### src/rtl/conv_pkg.sv
// Shared definitions for the convolution compute stage: FSM encoding and
// elaboration-time sizing helpers.
package conv_pkg;

  typedef enum logic [2:0] {
    ST_IDLE  = 3'd0,
    ST_LOAD  = 3'd1,
    ST_WAIT  = 3'd2,
    ST_MUL   = 3'd3,
    ST_SUM   = 3'd4,
    ST_STORE = 3'd5,
    ST_DONE  = 3'd6
  } state_t;

  function automatic int clog2(input int value);
    int r;
    r = 0;
    while ((1 << r) < value) r++;
    return r;
  endfunction

  function automatic int out_dim(input int data_dim, input int kernel);
    return data_dim - kernel + 1;
  endfunction

endpackage

### src/rtl/mac_tree.sv
// Two-stage signed dot product: registered products, then a registered
// adder tree sign-extended to the accumulator width.
module mac_tree #(
  parameter int kernel_size = 2,
  parameter int point_width = 8,
  parameter int acc_width   = 20
) (
  input  logic                                             i_clock,
  input  logic                                             i_reset,
  input  logic                                             i_en,
  input  logic [point_width*kernel_size*kernel_size-1:0]   i_window,
  input  logic [point_width*kernel_size*kernel_size-1:0]   i_filter,
  output logic [acc_width-1:0]                             o_sum
);

  localparam int NPTS   = kernel_size * kernel_size;
  localparam int PROD_W = 2 * point_width;

  logic signed [PROD_W-1:0]    r_prod [NPTS];
  logic signed [acc_width-1:0] w_sum;
  logic        [acc_width-1:0] r_sum;

  // Products are captured only in the MUL step so they stay stable for SUM.
  always_ff @(posedge i_clock) begin
    if (!i_reset) begin
      for (int i = 0; i < NPTS; i++) r_prod[i] <= '0;
    end else if (i_en) begin
      for (int i = 0; i < NPTS; i++)
        r_prod[i] <= PROD_W'($signed(i_window[i*point_width +: point_width])) *
                     PROD_W'($signed(i_filter[i*point_width +: point_width]));
    end
  end

  always_comb begin
    w_sum = '0;
    for (int i = 0; i < NPTS; i++) w_sum = w_sum + acc_width'(r_prod[i]);
  end

  always_ff @(posedge i_clock) begin
    if (!i_reset) r_sum <= '0;
    else          r_sum <= w_sum;
  end

  assign o_sum = r_sum;

endmodule

### src/rtl/window_mac.sv
// Convolution compute stage: pulls windows from the window generator, computes
// one signed dot product per window and assembles the output feature map.
module window_mac
  import conv_pkg::*;
#(
  parameter int kernel_size = 2,
  parameter int data_width  = 4,
  parameter int data_height = 4,
  parameter int point_width = 8,
  parameter int acc_width   = 20
) (
  input  logic                                            i_clock,
  input  logic                                            i_reset,
  input  logic                                            i_start,
  output logic                                            o_en_read,
  output logic                                            o_slide,
  input  logic                                            i_window_rdy,
  input  logic                                            i_window_gen_end,
  input  logic [point_width*kernel_size*kernel_size-1:0]  i_window,
  input  logic [point_width*kernel_size*kernel_size-1:0]  i_filter,
  output logic [acc_width*out_dim(data_width, kernel_size)*out_dim(data_height, kernel_size)-1:0] o_ofmap,
  output logic                                            o_ofmap_valid,
  output logic                                            o_busy,
  output logic                                            o_proto_err
);

  localparam int OUT_N = out_dim(data_width, kernel_size) * out_dim(data_height, kernel_size);
  localparam int IDX_W = (clog2(OUT_N) < 1) ? 1 : clog2(OUT_N);
  localparam int WIN_W = point_width * kernel_size * kernel_size;
  localparam logic [IDX_W-1:0] LAST_IDX = IDX_W'(OUT_N - 1);
  localparam logic [IDX_W-1:0] ERR_IDX  = IDX_W'(OUT_N - 2);

  state_t                   r_state;
  logic [IDX_W-1:0]         r_idx;
  logic [WIN_W-1:0]         r_window;
  logic [WIN_W-1:0]         r_filter;
  logic [acc_width*OUT_N-1:0] r_ofmap;
  logic                     r_en_read;
  logic                     r_slide;
  logic                     r_ofmap_valid;
  logic                     r_busy;
  logic                     r_proto_err;
  logic                     w_mul_en;
  logic [acc_width-1:0]     w_sum;

  assign w_mul_en = (r_state == ST_MUL);

  mac_tree #(
    .kernel_size (kernel_size),
    .point_width (point_width),
    .acc_width   (acc_width)
  ) u_mac_tree (
    .i_clock  (i_clock),
    .i_reset  (i_reset),
    .i_en     (w_mul_en),
    .i_window (r_window),
    .i_filter (r_filter),
    .o_sum    (w_sum)
  );

  // Frame sequencer; all handshake and status outputs are registered here.
  always_ff @(posedge i_clock) begin
    if (!i_reset) begin
      r_state       <= ST_IDLE;
      r_idx         <= '0;
      r_window      <= '0;
      r_filter      <= '0;
      r_ofmap       <= '0;
      r_en_read     <= 1'b0;
      r_slide       <= 1'b0;
      r_ofmap_valid <= 1'b0;
      r_busy        <= 1'b0;
      r_proto_err   <= 1'b0;
    end else begin
      r_en_read <= 1'b0;
      r_slide   <= 1'b0;
      // An end flag while more than one window is still outstanding is a protocol error.
      if (r_state == ST_WAIT && i_window_gen_end && r_idx < ERR_IDX)
        r_proto_err <= 1'b1;
      case (r_state)
        ST_IDLE: begin
          if (i_start) begin
            r_en_read <= 1'b1;
            r_busy    <= 1'b1;
            r_state   <= ST_LOAD;
          end
        end
        ST_LOAD: r_state <= ST_WAIT;
        ST_WAIT: begin
          if (i_window_rdy) begin
            r_window <= i_window;
            r_filter <= i_filter;
            r_state  <= ST_MUL;
          end
        end
        ST_MUL: r_state <= ST_SUM;
        ST_SUM: r_state <= ST_STORE;
        ST_STORE: begin
          r_ofmap[int'(r_idx)*acc_width +: acc_width] <= w_sum;
          if (r_idx == LAST_IDX) begin
            r_ofmap_valid <= 1'b1;
            r_busy        <= 1'b0;
            r_state       <= ST_DONE;
          end else begin
            r_idx   <= r_idx + IDX_W'(1);
            r_slide <= 1'b1;
            r_state <= ST_WAIT;
          end
        end
        ST_DONE: begin
          if (i_start) begin
            r_ofmap_valid <= 1'b0;
            r_idx         <= '0;
            r_en_read     <= 1'b1;
            r_busy        <= 1'b1;
            r_state       <= ST_LOAD;
          end
        end
        default: begin
          r_busy  <= 1'b0;
          r_state <= ST_IDLE;
        end
      endcase
    end
  end

  assign o_en_read     = r_en_read;
  assign o_slide       = r_slide;
  assign o_ofmap       = r_ofmap;
  assign o_ofmap_valid = r_ofmap_valid;
  assign o_busy        = r_busy;
  assign o_proto_err   = r_proto_err;

endmodule
### config.mk
export PLATFORM = sky130hd
export DESIGN_NAME = window_mac
export DESIGN_NICKNAME = d
export VERILOG_FILES = /design/src/rtl/conv_pkg.sv /design/src/rtl/mac_tree.sv /design/src/rtl/window_mac.sv
export SDC_FILE = /design/constraint.sdc
export NUM_CORES = 1
export LEC_CHECK = 0
export ABC_AREA = 1
export CORE_AREA = 2 2 305 232
export CTS_CLUSTER_DIAMETER = 200
export DETAILED_ROUTE_END_ITERATION = 6
export DIE_AREA = 0 0 307 234
export PLACE_DENSITY = 0.64
export SLEW_MARGIN = 20
export SYNTH_ARGS = -nofsm -noshare
export SYNTH_HDL_FRONTEND = slang
export SYNTH_SLANG_ARGS = --single-unit
### constraint.sdc
create_clock -name i_clock -period 5.2 [get_ports i_clock]
set_input_delay 1.04 -clock i_clock [delete_from_list [all_inputs] [get_ports i_clock]]
set_output_delay 1.04 -clock i_clock [all_outputs]
set_load 0.02 [all_outputs]
After elaboration in Yosys (flattened, before gate mapping)
Memories as Yosys holds them, arrays and structs flattened.
Cells that the tools add are included.
{"block": "word_totals", "ff_bits": 276, "ram_bits": 64, "inputBits": 69, "output_inout_bits": 185, "elab_cells": 79, "memories": 1}
{"memory": "u_mac_tree.r_prod", "words": 4, "word_bits": 16, "read_ports": 4, "rd_clocked_by_memory_dff": 0, "wr": 4, "line_no": "mac_tree.sv:19", "rtl": "logic signed [PROD_W-1:0] r_prod [NPTS];"}
{"block": "classes", "n_addsub": 5, "n_mul": 5, "magnitude_cmp": 1, "n_eq_ne": 12, "shift": 2, "n_mux": 24, "n_bitwise": 5, "reduce_logical": 13}
{"op": "bitwise mux 180 bit", "count": 1}
{"op": "variable shift 20 x 33 -> 180 bit, first input constant", "count": 1}
{"op": "indexed part select 20 x 33 -> 180 bit", "count": 1}
{"op": "multiplier 8 x 8 -> 16 bit", "count": 4}
{"op": "two-way mux 16 bit", "count": 4}
{"op": "negator 9 -> 33 bit", "count": 1}
{"op": "adder 20 x 16 -> 20 bit", "count": 1}
{"op": "adder 17 x 16 -> 18 bit", "count": 1}
{"op": "case mux 3 bit (6 select lines)", "count": 1}
{"op": "adder 16 x 16 -> 17 bit", "count": 1}
{"op": "two-way mux 1 bit", "count": 10}
{"op": "== test 3 bit, second input constant", "count": 3}
{"op": "two-way mux 3 bit", "count": 3}
{"op": "AND reduction 3 bit", "count": 3}
{"op": "two-way mux 4 bit", "count": 2}
{"op": "!= test 2 bit, second input constant", "count": 4}
{"op": "case mux 4 bit (2 select lines)", "count": 1}
{"op": "AND reduction 2 bit", "count": 4}
{"op": "multiplier 4 x 3 -> 7 bit, second input constant", "count": 1}
{"op": "== test 3 x 2 -> 1 bit, second input constant", "count": 2}
{"op": "adder 4 x 1 -> 4 bit, second input constant", "count": 1}
{"op": "== test 4 bit, second input constant", "count": 1}
{"op": "less-than comparator 4 x 3 -> 1 bit, second input constant", "count": 1}
{"op": "OR 1 bit", "count": 4}
{"op": "10 further kinds", "count": 11}

Longest topological paths before layout
Gate-level depths: netlist of the first run.
{"block": "logic_depth", "word_depth": 5, "mapped_depth": 21, "depth_no_buf": 20}

By module
From an unflattened synthesis of the first run, not the netlist that was laid out.
{"block": "hier_totals", "hier_cells": 3784, "area_unflattened_um2": 27427.6}
{"mod": "mac_tree", "instances": 1, "cells_per_inst": 1914, "area_per_inst_um2": 15000.6, "seq_area_each_um2": 2302.2}
{"mod": "window_mac", "instances": 1, "cells_per_inst": 1870, "area_per_inst_um2": 12426.9, "seq_area_each_um2": 5124.9}

Least setup slack after synthesis of the first run
No wires, ideal clock.
{"block": "synth_path", "path_kind": "reg-to-reg", "startpoint": "register r_window[9]", "endpoint": "memory u_mac_tree.r_prod[1][13] in the netlist's numbering, data pin", "arrival_time_ns": 3.951, "setup_slack_ns": 0.979, "path_stages_with_launch": 16, "path_buffers": 1, "synth_period_minus_slack_ns": 4.221, "path_cell_list": "dfxtp_1 clkbuf_1 or2_2 fa_1 inv_1 fa_1 fa_1 fa_1 ha_1 nand2_1 o21ai_0 nor2_1 o21ai_0 nand3_1 nand3_1 a21oi_1"}
{"element": "from (decl)", "line_no": "window_mac.sv:35", "rtl": "logic [WIN_W-1:0] r_window;"}
{"element": "from (signal assigned)", "line_no": "window_mac.sv:91", "rtl": "r_window <= i_window;"}
{"element": "to (decl)", "line_no": "mac_tree.sv:19"}

==> out/metrics.cfg, run 1 <==
[setup_path]
critical_path.n_buffers_inverters = 2
timing.critical_path.from_type = flop
rr_worst_depth = 15
cp_cell_sequence = inv_1 > or2_2 > fa_1 > inv_1 > fa_1 > fa_1 > fa_1 > ha_1 > a21oi_1 > a21boi_0 > o21ai_0 > nand2_1 > nand2_1 > a21oi_1 > o21a_1
required_time_reported_for_the_critical_path_endpoint_ns = 5.65
critical-path-max-stage-delay_ns = 0.53
cp-startpoint = r_filter[7]
worst_r2r_endpoint = u_mac_tree.r_prod[0][13]
critical_path_peak_fanout = 8
regToRegStartpoint = r_filter[7]
critical_path_class = reg2reg
worst_setup_path_endpoint = u_mac_tree.r_prod[0][13]
critical-path-top-cell-by-count = sky130_fd_sc_hd__fa_1
cpMaxStageDelayCell = sky130_fd_sc_hd__fa_1
crit_path_leading_delay_family = adder cells
critical_path_depth = 15
reg2reg_slack_ns = 0.66
arrival_ns = 4.99
critPathCaptureType = flop

[yosys]
synth_async_reset_ratio_pct = 0
sequential_area_share_after_synthesis_pct = 27.3
ys.flop_type = sky130_fd_sc_hd__dfxtp_1
synth.cell_area_sq_um = 27300
syn_avg_cell_area_sq_um = 7.30
count_of_flip_flops_with_a_built_in_enable_after_synthesis = 64
synthesis.yosys.warnings = 0
yosys.area.top_type = sky130_fd_sc_hd__dfxtp_1
synth_cells = 3739
synth.top_cells.by_area = sky130_fd_sc_hd__dfxtp_1 (20%), sky130_fd_sc_hd__fa_1 (18%), sky130_fd_sc_hd__nand2_1 (11%)
yosys.area.top_type_share_pct = 20.2
synth_seq_cells = 340
synth.lib_cells_used.distinct = 48
syn-num-nets = 4204

[detailed_routing]
dr.first_iter.drc_count = 1981
avgViaCountPerCell = 4.95
drt_pre_antenna_iters = 6
antenna_violating_nets_post_route = 0
drc = 0
post_drt_wl_per_cell_microns = 15.8
vias = 23800
route.final.wire_length_microns = 76200

[place]
place.port_buffers = 253
dpl.cell_count = 4748
final_wtd_congestion = 0.935
place.detailed.hpwl_microns = 59200

[cells_and_area]
layout.cells.non_filler = 4816
finish.utilization_pct = 45.9
diodes = 0
drive_above_1_share_pct = 4.68
area_growth_pct = 16.2
layout_commonest_cell = sky130_fd_sc_hd__nand2_1
most-common-layout-cells = sky130_fd_sc_hd__nand2_1 (804), sky130_fd_sc_hd__inv_1 (624), sky130_fd_sc_hd__nor2_1 (427)
nFillCells = 6956
nNetsFinal = 4350

[clock_network]
tritoncts = done
post_cts.resized_instances = 0
cts_root_buf = sky130_fd_sc_hd__clkbuf_16
tritoncts.num_buffers = 38
cts_sink_count = 340
cts.repair_timing.setup_buffer_count = 0
worst_skew_pair.late_latency_ns = 0.59
cts.hold.buffers_added = 0
path_clk_slew_ns = 0.06
ctsHtreeMaxLevel = 2
clk_path_buf_depth = 3

[global_routing]
grtUsageMet1_pct = 31.5
gr-usage-all-layers_pct = 21.3
grt_pass1_wl_microns = 123000
grt_antenna_before_repair = 0
gr-usage-met2_pct = 32.1
grt_max_degree = 102
grt_overflow = 0
groute.layer.met3.usage_pct = 4.09
grt_pass1_vias = 22500
grt-busiest-layer = met2

[sta]
report.final.hold_viol_count = 0
finalSetupViolCount = 0
timing.final.max_slew_violations = 0
remaining_max_slew_budget_at_the_tightest_pin_pct = 25.6
fin_skew_ns = 0.0264
grt_setup_unrepaired = false
final_period_minus_worst_setup_slack_ns = 4.54
tns_ns = 0
clock.fmax_mhz = 220
finalHoldWorstSlack_ns = 0.452
layout_worst_path_cycle_share_pct = 87.4
timing_worst_slew_pin_value_ns = 1.10

[flow_run]
max_cap_viol_count = 0

[power]
ir_drop_worst_vdd_uv = 235
pwr_density_cell_nw_per_um2 = 273
leakagePower_nw = 15.5

[die]
ioPinCount = 254
fp-row-count = 84
die-width_microns = 307
core_sq_um = 69200
initial_core_util_pct = 39.5
die-height_microns = 234
die_area_sq_um = 71800

[outcome]
outcome = completed

[hold_path]
worstHoldPathCells = 2
hold_path_class = reg2reg

==> worst register-to-register path: stages, from the launching register on <==
cell and delay (ns):
sky130_fd_sc_hd__dfxtp_1 0.38, sky130_fd_sc_hd__inv_1 0.15, sky130_fd_sc_hd__or2_2 0.32, sky130_fd_sc_hd__fa_1 0.53, sky130_fd_sc_hd__inv_1 0.05, sky130_fd_sc_hd__fa_1 0.50
sky130_fd_sc_hd__fa_1 0.52, sky130_fd_sc_hd__fa_1 0.49, sky130_fd_sc_hd__ha_1 0.35, sky130_fd_sc_hd__a21oi_1 0.14, sky130_fd_sc_hd__a21boi_0 0.30, sky130_fd_sc_hd__o21ai_0 0.21
sky130_fd_sc_hd__nand2_1 0.11, sky130_fd_sc_hd__nand2_1 0.09, sky130_fd_sc_hd__a21oi_1 0.17, sky130_fd_sc_hd__o21a_1 0.14
==> state kept, by name (all words and copies together) (netlist names), 3 cells and up <==
signal             cells
o_ofmap              180
r_filter              32
r_idx                  4
r_state                3
r_window              32
u_mac_tree.o_sum      20
u_mac_tree.r_prod     64
==> power by group <==
part	internal, mW	switching [mW]	leakage [nW]	total (mW)
sequential	2.91	0.361	2.90	3.27
combinational	0.930	1.68	12.0	2.61
clock	1.58	1.20	0.630	2.77
total	5.42	3.24	15.5	8.66
==> final cells by class <==
| class | count | area (sq um) | area share (%) |
|---|---|---|---|
| clock buffers | 54 | 1130 | 3.55 |
| inverters | 645 | 2420 | 7.64 |
| repair buffers | 278 | 2730 | 8.62 |
| multi-input cells | 2582 | 16700 | 52.7 |
| well taps | 903 | 1130 | 3.56 |
| clock inverters | 14 | 149 | 0.469 |
| flip-flops and latches | 340 | 7450 | 23.5 |
==> how the worst min path moves through the flow <==
stage	from	slack, ns	to
6_report	o_proto_err	0.45	o_proto_err
2_1_floorplan	r_state[0]	0.45	r_state[0]
5_1_grt	o_ofmap[2]	0.49	o_ofmap[2]
3_3_place_gp	o_proto_err	0.44	o_proto_err
3_5_place_dp	o_proto_err	0.45	o_proto_err
4_1_cts	o_proto_err	0.46	o_proto_err
==> synthesized netlist by cell type, types with 11 or more instances <==
library cell and count:
sky130_fd_sc_hd__o21ai_0 265, sky130_fd_sc_hd__nand2_1 806, sky130_fd_sc_hd__or2_2 27, sky130_fd_sc_hd__dfxtp_1 276, sky130_fd_sc_hd__nor2_1 428, sky130_fd_sc_hd__clkbuf_1 111
sky130_fd_sc_hd__edfxtp_1 64, sky130_fd_sc_hd__inv_1 625, sky130_fd_sc_hd__a21oi_1 250, sky130_fd_sc_hd__nand3_1 161, sky130_fd_sc_hd__o21a_1 11, sky130_fd_sc_hd__ha_1 157
sky130_fd_sc_hd__a31oi_1 16, sky130_fd_sc_hd__nand2_2 11, sky130_fd_sc_hd__xor2_1 20, sky130_fd_sc_hd__inv_2 17, sky130_fd_sc_hd__o21ai_1 23, sky130_fd_sc_hd__nor3_1 40
sky130_fd_sc_hd__xnor2_1 25, sky130_fd_sc_hd__nor2_2 12, sky130_fd_sc_hd__nand4_1 36, sky130_fd_sc_hd__buf_1 19, sky130_fd_sc_hd__fa_1 239, sky130_fd_sc_hd__buf_2 31
==> cells by family (layout without fill, tap and decap cells) <==
family | count (synthesis) | count (layout) | share of synthesized area [%]
simple gates | 1541 | 1541 | 23.5
buf+inv | 817 | 991 | 11.6
compound gates | 600 | 600 | 11.5
fa+ha+maj | 396 | 396 | 24.7
flops | 340 | 340 | 27.3
xor+xnor | 45 | 45 | 1.44
==> stage by stage <==
stage | worst slack (ns) | cell area, sq um | total power, mW
after global routing | 0.340 | 31700 | 9.26
after floorplan | 0.979 | 27300 | 5.14
after detailed placement | 0.731 | 30400 | 5.91
after CTS | 0.666 | 31700 | 8.73
after global placement | 0.775 | 30400 | 5.90
final | 0.655 | 31700 | 8.66
==> metal layers <==
metal  vias to the layer above  share of wire, %
met5                         -                 0
li1                      12000                 -
met2                       751                43
met4                         0               1.9
met3                        81               7.5
met1                     11000                48
(Power assumes the default switching activity.)
==> inputs of run 2 (changes only) <==
--- a/config.mk
+++ b/config.mk
@@ -6,6 +6,7 @@
 export NUM_CORES = 1
 export LEC_CHECK = 0
 export ABC_AREA = 1
+export CAP_MARGIN = 20
 export CORE_AREA = 2 2 305 232
 export CTS_CLUSTER_DIAMETER = 200
 export DETAILED_ROUTE_END_ITERATION = 6
==> run 2 against run 1 <==
Via count down 0.14%. Critical endpoint unchanged. Utilization about the same. Flip-flop and latch count unchanged. Combinational power about the same. First-iteration DRC count down 0.30%. Largest cell class unchanged.
==> out/metrics.cfg, run 2 (synthesized netlist as in run 1, its figures left out) <==
[setup_path]
critical_path.n_buffers_inverters = 2  ; unchanged
critPathCaptureType = flop
critical_path_depth = 15  ; unchanged
crit_path_leading_delay_family = adder cells
timing.critical_path.from_type = flop
rr_worst_depth = 15  ; unchanged
arrival_ns = 4.99  ; about the same
cp_cell_sequence = inv_1 > or2_2 > fa_1 > inv_1 > fa_1 > fa_1 > fa_1 > ha_1 > a21oi_1 > a21boi_0 > o21ai_0 > nand2_1 > nand2_1 > a21oi_1 > o21a_1
critical-path-top-cell-by-count = sky130_fd_sc_hd__fa_1
critical_path_peak_fanout = 8  ; unchanged
required_time_reported_for_the_critical_path_endpoint_ns = 5.65  ; about the same
cpMaxStageDelayCell = sky130_fd_sc_hd__fa_1
critical_path_class = reg2reg
critical-path-max-stage-delay_ns = 0.53  ; about the same

[clock_network]
cts_sink_count = 340  ; unchanged
worst_skew_pair.late_latency_ns = 0.59  ; about the same
post_cts.resized_instances = 0  ; unchanged
path_clk_slew_ns = 0.06  ; about the same
ctsHtreeMaxLevel = 2  ; unchanged
cts.repair_timing.setup_buffer_count = 0  ; unchanged
cts.hold.buffers_added = 0  ; unchanged
cts_root_buf = sky130_fd_sc_hd__clkbuf_16
tritoncts = done
clk_path_buf_depth = 3  ; unchanged
tritoncts.num_buffers = 38  ; unchanged

[sta]
grt_setup_unrepaired = false
final_period_minus_worst_setup_slack_ns = 4.54  ; -0.00777 ns
layout_worst_path_cycle_share_pct = 87.2  ; -0.15 points
timing_worst_slew_pin_value_ns = 1.12  ; +0.0179 ns
setup_ws_ns = 0.663  ; +0.00777 ns
report.final.hold_viol_count = 0  ; unchanged
fin_skew_ns = 0.0290  ; +0.00254 ns
timing.final.max_slew_violations = 0  ; unchanged
clock.fmax_mhz = 220  ; +0.17%
finalSetupViolCount = 0  ; unchanged
remaining_max_slew_budget_at_the_tightest_pin_pct = 24.4  ; -1.2 points
tns_ns = 0  ; unchanged

[hold_path]
worstHoldPathCells = 2  ; unchanged
hold_path_class = reg2reg

[die]
die_area_sq_um = 71800  ; unchanged
core_sq_um = 69200  ; unchanged
initial_core_util_pct = 39.5  ; unchanged
ioPinCount = 254  ; unchanged
fp-row-count = 84  ; unchanged
die-width_microns = 307  ; unchanged
die-height_microns = 234  ; unchanged

[power]
pwr-share-comb_pct = 30.2  ; about the same
pwr_density_cell_nw_per_um2 = 273  ; about the same
netSwitchingFraction_pct = 37.5  ; about the same
ir_drop_worst_vdd_uv = 237  ; +1.0%
clock_power_share_pct = 32.0  ; about the same
p_int_mw = 5.42  ; about the same
switching_power_mw = 3.25  ; +0.15%
pwr-share-seq_pct = 37.8  ; about the same
leakagePower_nw = 15.5  ; about the same

[place]
final_wtd_congestion = 0.935  ; unchanged
dpl.cell_count = 4748  ; unchanged
place.port_buffers = 253  ; unchanged
place.detailed.hpwl_microns = 59200  ; unchanged
pre_cts_ws_ns = 0.731  ; unchanged

[detailed_routing]
post_drt_wl_per_cell_microns = 15.8  ; about the same
dr.first_iter.drc_count = 1975  ; -0.30%
drt_pre_antenna_iters = 7  ; +1
drc = 0  ; unchanged
vias = 23800  ; -0.14%
avgViaCountPerCell = 4.94  ; -0.16%
route.final.wire_length_microns = 76100  ; about the same
antenna_violating_nets_post_route = 0  ; unchanged

[cells_and_area]
drive_above_1_share_pct = 4.70  ; +0.024 points
diodes = 0  ; unchanged
area_growth_pct = 16.2  ; about the same
largest_register_ffs = 180  ; unchanged
most-common-layout-cells = sky130_fd_sc_hd__nand2_1 (804), sky130_fd_sc_hd__inv_1 (624), sky130_fd_sc_hd__nor2_1 (427)
nNetsFinal = 4351  ; +0.023%
layout.cells.non_filler = 4817  ; +0.021%
finish.utilization_pct = 45.9  ; about the same
layout_commonest_cell = sky130_fd_sc_hd__nand2_1

[flow_run]
max_cap_viol_count = 0  ; unchanged

[global_routing]
grt_max_degree = 102  ; unchanged
grt_overflow = 0  ; unchanged
gr-usage-all-layers_pct = 21.3  ; unchanged
grt_pass1_vias = 22500  ; unchanged
grt_antenna_before_repair = 0  ; unchanged
grt_pass1_wl_microns = 123000  ; unchanged

[outcome]
outcome = completed

## run 2: cell count changes in the layout (fill, tap and decap cells not counted), sizes merged
cell,change
buf,+1
## run 2: layer usage
| metal | GRT usage (%) | vias to the layer above | wire (microns) |
|---|---|---|---|
| met5 | 0 | - | 0 |
| met2 | 32.1 | 723 | 32300 |
| li1 | - | 12000 | - |
| met1 | 31.5 | 11000 | 36600 |
| met3 | 4.09 | 76 | 5830 |
| met4 | 4.76 | 0 | 1360 |
## run 2: cell type report
cell class                 instances  area [sq um]
clock buffer                      54          1130
clock inverter                    14           149
fill                            6955         37400
inverter                         645          2420
multi-input combinational       2582         16700
sequential                       340          7450
tap                              903          1130
timing repair buffer             279          2740
## run 2: worst min-delay path, cell delays in order (launching register included)
cell	delay, ns
sky130_fd_sc_hd__dfxtp_1	0.31
sky130_fd_sc_hd__inv_1	0.05
sky130_fd_sc_hd__a21oi_1	0.05
## run 2: path summary, 6_finish.rpt
| path | startpoint | end | slack [ns] |
|---|---|---|---|
| worst min-delay path | o_proto_err | o_proto_err | 0.45 |
| worst max-delay path | r_filter[7] | u_mac_tree.r_prod[0][13] | 0.66 |
| worst max register to register | r_filter[7] | u_mac_tree.r_prod[0][13] | 0.66 |
| worst min register to register | o_proto_err | o_proto_err | 0.45 |
## run 2: power groups by stage
stage / clock [mW] / combinational (mW) / sequential (mW)
after floorplan: 0 / 2.07 / 3.07
after global routing: 2.95 / 3.00 / 3.31
final: 2.78 / 2.61 / 3.27
after global placement: 0 / 2.58 / 3.32
after detailed placement: 0 / 2.59 / 3.32
after CTS: 2.85 / 2.61 / 3.27
## run 2: metrics by stage
stage	power (mW)	hold WS (ns)	instance area [sq um]
after detailed placement	5.91	0.448	30400
after floorplan	5.14	0.446	27300
after global routing	9.26	0.488	31700
final	8.66	0.452	31700
after global placement	5.90	0.439	30400
after CTS	8.73	0.456	31700
